[config.mk]
export PLATFORM = sky130hd
export DESIGN_NAME = noc_router_param
export DESIGN_NICKNAME = d
export VERILOG_FILES = /design/src/rtl/noc_router_param.sv
export SDC_FILE = /design/constraint.sdc
export NUM_CORES = 1
export LEC_CHECK = 0
export CELL_PAD_IN_SITES_DETAIL_PLACEMENT = 2
export CELL_PAD_IN_SITES_GLOBAL_PLACEMENT = 2
export CORE_ASPECT_RATIO = 1.2
export CORE_MARGIN = 2
export CORE_UTILIZATION = 45
export CTS_CLUSTER_DIAMETER = 40
export DETAILED_ROUTE_END_ITERATION = 10
export DONT_BUFFER_PORTS = 1
export PLACE_DENSITY = 0.76
export SYNTH_ARGS = -nofsm -noshare
export SYNTH_HDL_FRONTEND = slang
export SYNTH_SLANG_ARGS = --single-unit
[constraint.sdc]
create_clock -name clock -period 5.3 [get_ports clock]
set_input_delay 1.06 -clock clock [delete_from_list [all_inputs] [get_ports clock]]
set_output_delay 1.06 -clock clock [all_outputs]
set_load 0.1 [all_outputs]
[src/rtl/noc_router_param.sv]
// Parametrised NoC router: NPORTS byte-serial ports. Each input assembles whole
// packets into a small packet FIFO. Each output picks among the input FIFO heads
// addressed to it with a round-robin arbiter, then serialises the packet.
module noc_router_param #(
  parameter int NPORTS     = 4,
  parameter int BYTE_W     = 8,
  parameter int PKT_BYTES  = 4,
  parameter int FIFO_DEPTH = 2,
  parameter int DEST_LSB   = 0
) (
  input  logic                       clock,
  input  logic                       reset,
  input  logic [NPORTS-1:0]          free_outbound,
  input  logic [NPORTS-1:0]          put_inbound,
  input  logic [NPORTS*BYTE_W-1:0]   payload_inbound,
  output logic [NPORTS-1:0]          free_inbound,
  output logic [NPORTS-1:0]          put_outbound,
  output logic [NPORTS*BYTE_W-1:0]   payload_outbound
);

  localparam int DW    = $clog2(NPORTS);
  localparam int PKT_W = PKT_BYTES * BYTE_W;
  localparam int CW    = $clog2(PKT_BYTES);
  localparam int PW    = (FIFO_DEPTH > 1) ? $clog2(FIFO_DEPTH) : 1;
  localparam int NW    = $clog2(FIFO_DEPTH + 1);
  localparam logic [CW-1:0] LAST = CW'(PKT_BYTES - 1);

  typedef enum logic {ST_IDLE, ST_SEND} ost_e;

  // Deserialiser state: byte counter and partially assembled packet (byte 0 in the LSBs)
  logic [CW-1:0]    dcnt_q [NPORTS];
  logic [CW-1:0]    dcnt_d [NPORTS];
  logic [PKT_W-1:0] asm_q  [NPORTS];
  logic [PKT_W-1:0] asm_d  [NPORTS];
  logic [NPORTS-1:0] push;

  // Per-input packet FIFOs
  logic [PKT_W-1:0] mem_q [NPORTS][FIFO_DEPTH];
  logic [PW-1:0]    rp_q  [NPORTS];
  logic [PW-1:0]    rp_d  [NPORTS];
  logic [PW-1:0]    wp_q  [NPORTS];
  logic [PW-1:0]    wp_d  [NPORTS];
  logic [NW-1:0]    cnt_q [NPORTS];
  logic [NW-1:0]    cnt_d [NPORTS];
  logic [NPORTS-1:0] pop;
  logic [PKT_W-1:0] head_pkt [NPORTS];
  logic [DW-1:0]    head_dst [NPORTS];

  // Per-output arbiter / serialiser
  ost_e             st_q   [NPORTS];
  ost_e             st_d   [NPORTS];
  logic [CW-1:0]    bcnt_q [NPORTS];
  logic [CW-1:0]    bcnt_d [NPORTS];
  logic [DW-1:0]    rr_q   [NPORTS];
  logic [DW-1:0]    rr_d   [NPORTS];
  logic [PKT_W-1:0] sh_q   [NPORTS];
  logic [PKT_W-1:0] sh_d   [NPORTS];

  function automatic logic [PW-1:0] ptr_inc(input logic [PW-1:0] p);
    if (int'(p) >= FIFO_DEPTH - 1) return '0;
    return p + PW'(1);
  endfunction

  // Deserialise inbound bytes; push the completed packet on its last byte
  always_comb begin
    push = '0;
    for (int i = 0; i < NPORTS; i++) begin
      dcnt_d[i] = dcnt_q[i];
      asm_d[i]  = asm_q[i];
      if (put_inbound[i]) begin
        asm_d[i][int'(dcnt_q[i])*BYTE_W +: BYTE_W] = payload_inbound[i*BYTE_W +: BYTE_W];
        if (dcnt_q[i] == LAST) begin
          dcnt_d[i] = '0;
          push[i]   = 1'b1;
        end else begin
          dcnt_d[i] = dcnt_q[i] + CW'(1);
        end
      end
    end
  end

  // FIFO head and its destination port (out-of-range fields wrap modulo NPORTS)
  always_comb begin
    for (int i = 0; i < NPORTS; i++) begin
      head_pkt[i] = mem_q[i][rp_q[i]];
      head_dst[i] = DW'(int'(head_pkt[i][DEST_LSB +: DW]) % NPORTS);
    end
  end

  // Per-output round-robin grant and serialiser sequencing
  always_comb begin
    logic found;
    int   gnt;
    int   idx;
    pop = '0;
    for (int o = 0; o < NPORTS; o++) begin
      st_d[o]   = st_q[o];
      bcnt_d[o] = bcnt_q[o];
      rr_d[o]   = rr_q[o];
      sh_d[o]   = sh_q[o];
      found     = 1'b0;
      gnt       = 0;
      idx       = 0;
      if (st_q[o] == ST_SEND) begin
        if (bcnt_q[o] == LAST) begin
          st_d[o]   = ST_IDLE;
          bcnt_d[o] = '0;
        end else begin
          bcnt_d[o] = bcnt_q[o] + CW'(1);
        end
      end
      // A new grant may land on the edge that ends the previous packet's last byte
      if (free_outbound[o] && (st_q[o] == ST_IDLE || bcnt_q[o] == LAST)) begin
        for (int k = 0; k < NPORTS; k++) begin
          idx = (int'(rr_q[o]) + k) % NPORTS;
          if (!found && cnt_q[idx] != '0 && head_dst[idx] == DW'(o)) begin
            found = 1'b1;
            gnt   = idx;
          end
        end
      end
      if (found) begin
        st_d[o]   = ST_SEND;
        bcnt_d[o] = '0;
        rr_d[o]   = DW'((gnt + 1) % NPORTS);
        sh_d[o]   = head_pkt[gnt];
        pop[gnt]  = 1'b1;
      end
    end
  end

  // FIFO pointer/occupancy update; push and pop on one edge leave the count unchanged
  always_comb begin
    for (int i = 0; i < NPORTS; i++) begin
      rp_d[i]  = rp_q[i];
      wp_d[i]  = wp_q[i];
      cnt_d[i] = cnt_q[i];
      if (push[i]) wp_d[i] = ptr_inc(wp_q[i]);
      if (pop[i])  rp_d[i] = ptr_inc(rp_q[i]);
      case ({push[i], pop[i]})
        2'b10:   cnt_d[i] = cnt_q[i] + NW'(1);
        2'b01:   cnt_d[i] = cnt_q[i] - NW'(1);
        default: cnt_d[i] = cnt_q[i];
      endcase
    end
  end

  // Port outputs: free counts a packet being assembled; idle outputs drive zero
  always_comb begin
    free_inbound     = '0;
    put_outbound     = '0;
    payload_outbound = '0;
    for (int i = 0; i < NPORTS; i++) begin
      free_inbound[i] = (int'(cnt_q[i]) + ((dcnt_q[i] != '0) ? 1 : 0)) < FIFO_DEPTH;
      if (st_q[i] == ST_SEND) begin
        put_outbound[i] = 1'b1;
        payload_outbound[i*BYTE_W +: BYTE_W] = sh_q[i][int'(bcnt_q[i])*BYTE_W +: BYTE_W];
      end
    end
  end

  // Control state registers, cleared asynchronously
  always_ff @(posedge clock or posedge reset) begin
    if (reset) begin
      for (int i = 0; i < NPORTS; i++) begin
        dcnt_q[i] <= '0;
        rp_q[i]   <= '0;
        wp_q[i]   <= '0;
        cnt_q[i]  <= '0;
        st_q[i]   <= ST_IDLE;
        bcnt_q[i] <= '0;
        rr_q[i]   <= '0;
      end
    end else begin
      for (int i = 0; i < NPORTS; i++) begin
        dcnt_q[i] <= dcnt_d[i];
        rp_q[i]   <= rp_d[i];
        wp_q[i]   <= wp_d[i];
        cnt_q[i]  <= cnt_d[i];
        st_q[i]   <= st_d[i];
        bcnt_q[i] <= bcnt_d[i];
        rr_q[i]   <= rr_d[i];
      end
    end
  end

  // Packet data storage; contents are only observed when qualified by control state
  always_ff @(posedge clock) begin
    for (int i = 0; i < NPORTS; i++) begin
      asm_q[i] <= asm_d[i];
      sh_q[i]  <= sh_d[i];
      if (push[i]) mem_q[i][wp_q[i]] <= asm_d[i];
    end
  end

endmodule

==> results.sh <==
export IMPL_fin_crit_ps=4670
export IMPL_cts_tree="built"
export IMPL_synth_top_area_cell="edfxtp_1"
export IMPL_ys_warnings_count=0
export IMPL_cts_resized=0
export IMPL_synthArstFlopShare_pct=7.91
export IMPL_routedWlPerCell_um=33.9
export IMPL_syn_cell_area_mm2=0.0264
export IMPL_timing_hold_ws_ps=373
export IMPL_min_delay_path_class="primary input to async pin"
export IMPL_via_per_inst=6.51
export IMPL_fp_dieH_um=269
export IMPL_portBuffers=0
export IMPL_min_period_over_period_pct=88.2
export IMPL_synth_net_count=2171
export IMPL_hold_viol=0
export IMPL_ys_seq_elements=556
export IMPL_postRouteAntennaNets=0
export IMPL_synth_flop_cell="edfxtp_1"
export IMPL_core_mm2=0.0581
export IMPL_fmax_mhz=214
export IMPL_rsz0062_at_grt="no"
export IMPL_drtIter0Drc=1442
export IMPL_synth_area_leaders="edfxtp_1, dfxtp_1, mux2_2"
export IMPL_utilization_pct=51.7
export IMPL_clockBufferDepth=3
export IMPL_p_int_w=0.0128
export IMPL_synth_top_family_by_area="compound AO/OA/AOI/OAI gates"
export IMPL_start_util_pct=45.3
export IMPL_synth_cell_types=73
export IMPL_hold_buffers=0
export IMPL_nets=2162
export IMPL_sw_frac_of_total_pct=44.2
export IMPL_powerDensity_mw_per_mm2=762
export IMPL_crit_type="register to register"
export IMPL_synth_compound_area_share_pct=13.5
export IMPL_synth_fa_ha_area_share_pct=2.28
export IMPL_grt_usage_pct=32.5
export IMPL_synthSimpleGateAreaFrac_pct=12.0
export IMPL_antenna_found_initial=4
export IMPL_post_cts_buffers=0
export IMPL_seqPwrFrac_pct=31.0
export IMPL_syn_inst=2081
export IMPL_fp_row_count=97
export IMPL_finalSetupViolCount=0
export IMPL_worst_ep_arrival_time_ps=5200
export IMPL_area_growth_pct=14.0
export IMPL_drive_above_1_share_pct=22.4
export IMPL_p_clk_share_pct=24.6
export IMPL_grt_pass1_vias=20100
export IMPL_finalMaxSlewViolations=0
export IMPL_worstSetupStartpointType="register"
export IMPL_clkLatencyLatePin_ps=620
export IMPL_synthMuxAreaShare_pct=11.0
export IMPL_clk_pin_slew_ps=60
export IMPL_ir_drop_uv=402
export IMPL_p_leak_nw=10.6
export IMPL_drv_cap=0
export IMPL_grt_pass1_wl_um=142000
export IMPL_cts_root_buf="clkbuf_16"
export IMPL_netlist_area_leader_share_pct=43.7
export IMPL_grt_ovfl_total=0
export IMPL_status="complete, no violations"
export IMPL_crit_fanout=64
export IMPL_tightest_slew_ps=1180
export IMPL_setup_tns_ps=0
export IMPL_drc=0
export IMPL_synth_edf_count=384
export IMPL_max_slew_margin_pct=21.5
export IMPL_drtPass1Iterations=5
export IMPL_skew_ps=24.7
export IMPL_p_comb_share_pct=44.4
export IMPL_synth_most_common_cell="edfxtp_1"
export IMPL_avgSynthCellArea_um2=12.7
export IMPL_worstSetupEndpointType="register"
export IMPL_io_pins=82
export IMPL_place_congestion=0.909
export IMPL_place_hpwl_um=69500
export IMPL_ctsHtreeMaxLevel=3
export IMPL_synth_xor_area_share_pct=0.665
export IMPL_cts_sinks=556
export IMPL_die_area_mm2=0.0605
export IMPL_num_vias=18800
export IMPL_grt_max_degree=122
export IMPL_power_net_switching_w=0.0101
export IMPL_crit_required_ps=5820
export IMPL_yosysSeqAreaShare_pct=57.6
export IMPL_synth_common_cells="edfxtp_1, nor3_1, a22o_1, dfxtp_1, mux2_2"
export IMPL_numCtsBuffers=81
export IMPL_wl_um=97800
export IMPL_die_w_um=225
[path summary, 6_finish.rpt]
check	from	end	slack, ps	cells past startpoint
min	reset	bcnt_q[1]$_DFFE_PP0P_	370	1
min in group clock	asm_q[1][15]$_DFF_P_	asm_q[1][15]$_DFF_P_	500	1
max reg2reg	rp_q[2]$_DFFE_PP0P_	cnt_q[5]$_DFFE_PP0P_	630	13
min reg2reg	asm_q[1][15]$_DFF_P_	asm_q[1][15]$_DFF_P_	500	1
max in group asynchronous	reset	rp_q[0]$_DFFE_PP0P_	3920	2
max	rp_q[2]$_DFFE_PP0P_	cnt_q[5]$_DFFE_PP0P_	630	13
[stage by stage]
step	setup slack, ps	area [µm²]	total power [W]	cells
floorplan	982	26400	0.0140	2081
global placement	788	27200	0.0167	2731
detailed placement	595	27200	0.0172	2731
CTS	591	30000	0.0229	2882
global route	330	30000	0.0237	2882
finish	628	30000	0.0229	2883
[sequential cells by signal (all words and copies together) (netlist names)]
signal / count
mem_q: 256
rr_q: 8
cnt_q: 8
st_q: 4
asm_q: 128
rp_q: 4
sh_q: 128
wp_q: 4
bcnt_q: 8
dcnt_q: 8
[layer usage]
layer	routed length [µm]	global-route usage, %
met1	36800	38.6
met2	48000	53.9
met3	4630	4.14
met4	8320	24.3
met5	0	0
[layout by cell type, fill, tap and decap left out, types with 8 or more instances in the layout]
| cell | instances |
|---|---|
| clkbuf_1 | 8 |
| ha_1 | 48 |
| xor2_1 | 8 |
| edfxtp_1 | 384 |
| dfrtp_1 | 42 |
| mux2i_1 | 66 |
| buf_4 | 55 |
| a22o_1 | 128 |
| inv_1 | 27 |
| nor2_1 | 121 |
| a211oi_1 | 8 |
| mux4_2 | 34 |
| inv_6 | 10 |
| inv_2 | 8 |
| nand2_1 | 43 |
| a31o_1 | 30 |
| inv_8 | 13 |
| and2_1 | 36 |
| dfxtp_1 | 128 |
| mux2_2 | 127 |
| o21ai_2 | 26 |
| a31o_2 | 30 |
| o22ai_1 | 34 |
| xnor2_1 | 12 |
| o21ai_1 | 15 |
| clkbuf_16 | 87 |
| o21ai_0 | 20 |
| a21oi_1 | 75 |
| and3_1 | 65 |
| nor3_1 | 190 |
| nor4_1 | 73 |
| nand3_1 | 20 |
| o32ai_2 | 26 |
| nor4b_1 | 9 |
[kinds of logic (layout without fill, tap and decap cells)]
family,Yosys count,after routing
AO/OA/AOI/OAI,442,442
XOR/XNOR,20,20
adder cells (fa/ha/maj),48,48
buffers and inverters,183,242
flip-flops,556,556
multiplexers,229,229
other,0,1
AND/OR/NAND/NOR,603,603
[critical path, stage by stage (launching register included)]
cell and delay [ps]:
dfrtp_1 340, buf_4 450, nand3b_1 260, a21o_1 260, mux4_2 530, o31a_1 310
a211oi_4 290, buf_4 820, ha_1 300, a222oi_1 120, o21ai_1 240, ha_1 320
nor2_1 180, xor2_1 180
[power by group through the flow]
stage | clock, W | combinational (W) | sequential (W)
floorplan | 0 | 0.00716 | 0.00686
global placement | 0 | 0.00964 | 0.00705
detailed placement | 0 | 0.00999 | 0.00716
CTS | 0.00570 | 0.0101 | 0.00710
global route | 0.00587 | 0.0106 | 0.00722
finish | 0.00564 | 0.0102 | 0.00710
[final cells by class]
| cell class | count | area [µm²] |
|---|---|---|
| well taps | 742 | 928 |
| clock buffers | 99 | 2260 |
| multi-input cells | 1342 | 10500 |
| inverters | 36 | 135 |
| repair buffers | 55 | 413 |
| flip-flops and latches | 556 | 15200 |
| clock inverters | 52 | 584 |
| fillers | 5447 | 28100 |
| diodes | 1 | 2.50 |
No activity file was read; power rests on OpenSTA's default activity.
==> RTL edit, RTL diff (config.mk and constraints unchanged) <==
Register the output `free_inbound`; this adds one clock of latency there. The other outputs are not delayed to match.
--- a/src/rtl/noc_router_param.sv
+++ b/src/rtl/noc_router_param.sv
@@ -27,6 +27,8 @@
 
   typedef enum logic {ST_IDLE, ST_SEND} ost_e;
 
+  logic [NPORTS-1:0] free_inbound_d;
+
   // Deserialiser state: byte counter and partially assembled packet (byte 0 in the LSBs)
   logic [CW-1:0]    dcnt_q [NPORTS];
   logic [CW-1:0]    dcnt_d [NPORTS];
@@ -147,11 +149,11 @@
 
   // Port outputs: free counts a packet being assembled; idle outputs drive zero
   always_comb begin
-    free_inbound     = '0;
+    free_inbound_d   = '0;
     put_outbound     = '0;
     payload_outbound = '0;
     for (int i = 0; i < NPORTS; i++) begin
-      free_inbound[i] = (int'(cnt_q[i]) + ((dcnt_q[i] != '0) ? 1 : 0)) < FIFO_DEPTH;
+      free_inbound_d[i] = (int'(cnt_q[i]) + ((dcnt_q[i] != '0) ? 1 : 0)) < FIFO_DEPTH;
       if (st_q[i] == ST_SEND) begin
         put_outbound[i] = 1'b1;
         payload_outbound[i*BYTE_W +: BYTE_W] = sh_q[i][int'(bcnt_q[i])*BYTE_W +: BYTE_W];
@@ -193,5 +195,9 @@
     end
   end
 
+  always_ff @(posedge clock) begin
+    free_inbound <= free_inbound_d;
+  end
+
 endmodule
 
Check against the original RTL: not settled (the Yosys comparison gave no result); the edit may change what the design does.
==> RTL edit against the original RTL <==
  * Synthesized area up 0.33%
  * Critical path depth increased by 2
  * Sequential cell count up 4
  * Routed wire length grew 3.0%
  * Worst setup slack better by 0.076 ns
  * Sequential share of layout area rose by 0.21 points
  * Non-clock buffer count decreased by 5
  * Synthesized cell count is 0.19% higher
  * Final area up 0.11%
  * Power up 0.16%
  * Critical endpoint is now cnt_q[7]
  * Largest power group unchanged
==> RTL edit: results (changes against the original RTL) <==
| Metric | Value |
|---|---|
| Sequential fraction of the synthesis area | `0.578 (+0.00115)` |
| First-pass GRT wire length | `146 mm (+2.8%)` |
| Status | `complete, no violations` |
| Final net count | `2,161 (-0.046%)` |
| Via count | `18,840 (+0.34%)` |
| Clk_skew | `0.0429 ns (+0.0182 ns)` |
| Yosys warnings | `0 (unchanged)` |
| Post-synth EDFFs | `384 (unchanged)` |
| Clk_lat worst skew | `0.65 ns (+0.03 ns)` |
| Pre-CTS setup slack | `0.802 ns (+0.207 ns)` |
| Maximum clock path buffer count | `3 (unchanged)` |
| DR iter-0 viols | `1,542 (+6.9%)` |
| Synth async-reset ratio | `0.0786 (-0.000565)` |
| Static Leak | `0.0106 uW (-0.17%)` |
| Detail Placement HPWL | `71.7 mm (+3.2%)` |
| Slowest-stage cell, CP | `a2111oi_1` |
| Worst slew pin tran | `1.22 ns (+0.0459 ns)` |
| CTS Hold Bufs | `0 (unchanged)` |
| Slowest stage delay, CP | `0.54 ns (-0.28 ns)` |
| Unique masters post-synth | `73 (unchanged)` |
| Cell family with most CP delay | `compound AO/OA/AOI/OAI gates` |
| Total track usage | `0.336 (+0.0110)` |
| Largest net degree at the start of global routing | `121 (-0.82%)` |
| Final GP Congestion | `0.903 (-0.71%)` |
| Worst vdd ir | `0.000426 V (+6.0%)` |
| Top post-synthesis cells by count | `edfxtp_1, nor3_1, dfxtp_1` |
| Max FFs per register | `256 (unchanged)` |
| Input/output buffers | `0 (unchanged)` |
| Vias in the first global route | `20,557 (+2.2%)` |
| Worst Path Max Fanout | `38 (-41%)` |
| Total Wirelength | `101 mm (+3.0%)` |
| CP arrival | `5.09 ns (-0.11 ns)` |
| Antenna violations before repair | `4 (unchanged)` |
| Clock Tree Root | `clkbuf_16` |
| Reg clk slew, reported paths | `0.05 ns` |
| Largest cells by area after synthesis | `edfxtp_1, dfxtp_1, mux2_2` |
| Fill count | `5,461 (+0.26%)` |
| Layout cell share with drive strength beyond 1 | `0.220 (-0.00421)` |
## RTL edit: changes by cell type after synthesis
| cell | change |
|---|---|
| clkbuf_1 | -6 |
| buf_2 | +5 |
| dfxtp_1 | +4 |
| buf_1 | +2 |
| buf_4 | -2 |
| buf_6 | +1 |
## RTL edit: kinds of logic (layout without fill, tap and decap cells)
kind of cell | count (synthesis) | after routing | share of synthesized area
simple gates | 603 | 603 | 0.120
flops | 560 | 560 | 0.578
compound gates | 442 | 442 | 0.135
mux | 229 | 229 | 0.109
buf+inv | 183 | 238 | 0.0290
fa+ha+maj | 48 | 48 | 0.0227
xor+xnor | 20 | 20 | 0.00662
other cells | 0 | 2 | 0
## RTL edit: path summary, 6_finish.rpt
path | depth (start not counted) | to | slack (ns) | start
hold / removal | 1 | wp_q[1] | 0.41 | reset
hold reg to reg | 1 | asm_q[0][19] | 0.50 | asm_q[0][19]
setup reg to reg | 15 | cnt_q[7] | 0.70 | rp_q[2]
min in group clock | 1 | asm_q[0][19] | 0.50 | asm_q[0][19]
max in group asynchronous | 2 | rp_q[1] | 3.86 | reset
setup / recovery | 15 | cnt_q[7] | 0.70 | rp_q[2]
## RTL edit: per-layer routing
layer	track usage	wire (um)
met1	0.388	37400
met2	0.551	49000
met3	0.0547	5160
met4	0.270	9170
met5	0	0
## RTL edit: report_power, final
group,switching (uW),internal [uW]
registers,828,6420
logic,7140,2970
clock network,2170,3410
## RTL edit: layout make-up
| class | instances | area share |
|---|---|---|
| sequential | 560 | 0.508 |
| multi-input combinational | 1342 | 0.350 |
| clock buffer | 104 | 0.0747 |
| tap | 742 | 0.0309 |
| clock inverter | 48 | 0.0190 |
| timing repair buffer | 50 | 0.0129 |
| inverter | 36 | 0.00449 |
| antenna | 2 | 0.000166 |
## RTL edit: through the flow
stage / hold WS, ns / instances / instance area (um2)
6_report: 0.412 / 2884 / 30100
2_1_floorplan: 0.457 / 2085 / 26400
5_1_grt: 0.401 / 2882 / 30100
3_3_place_gp: 0.474 / 2730 / 27300
4_1_cts: 0.404 / 2882 / 30100
3_5_place_dp: 0.488 / 2730 / 27300
## RTL edit: worst register-to-register path, delay by kind of cell, from the launching register on
kind / cells / cell delay, ns
AO/OA/AOI/OAI: 5 / 1.89
XOR/XNOR: 2 / 0.34
adder cells (fa/ha/maj): 2 / 0.55
buffers and inverters: 3 / 0.81
flip-flops: 1 / 0.35
AND/OR/NAND/NOR: 3 / 0.53
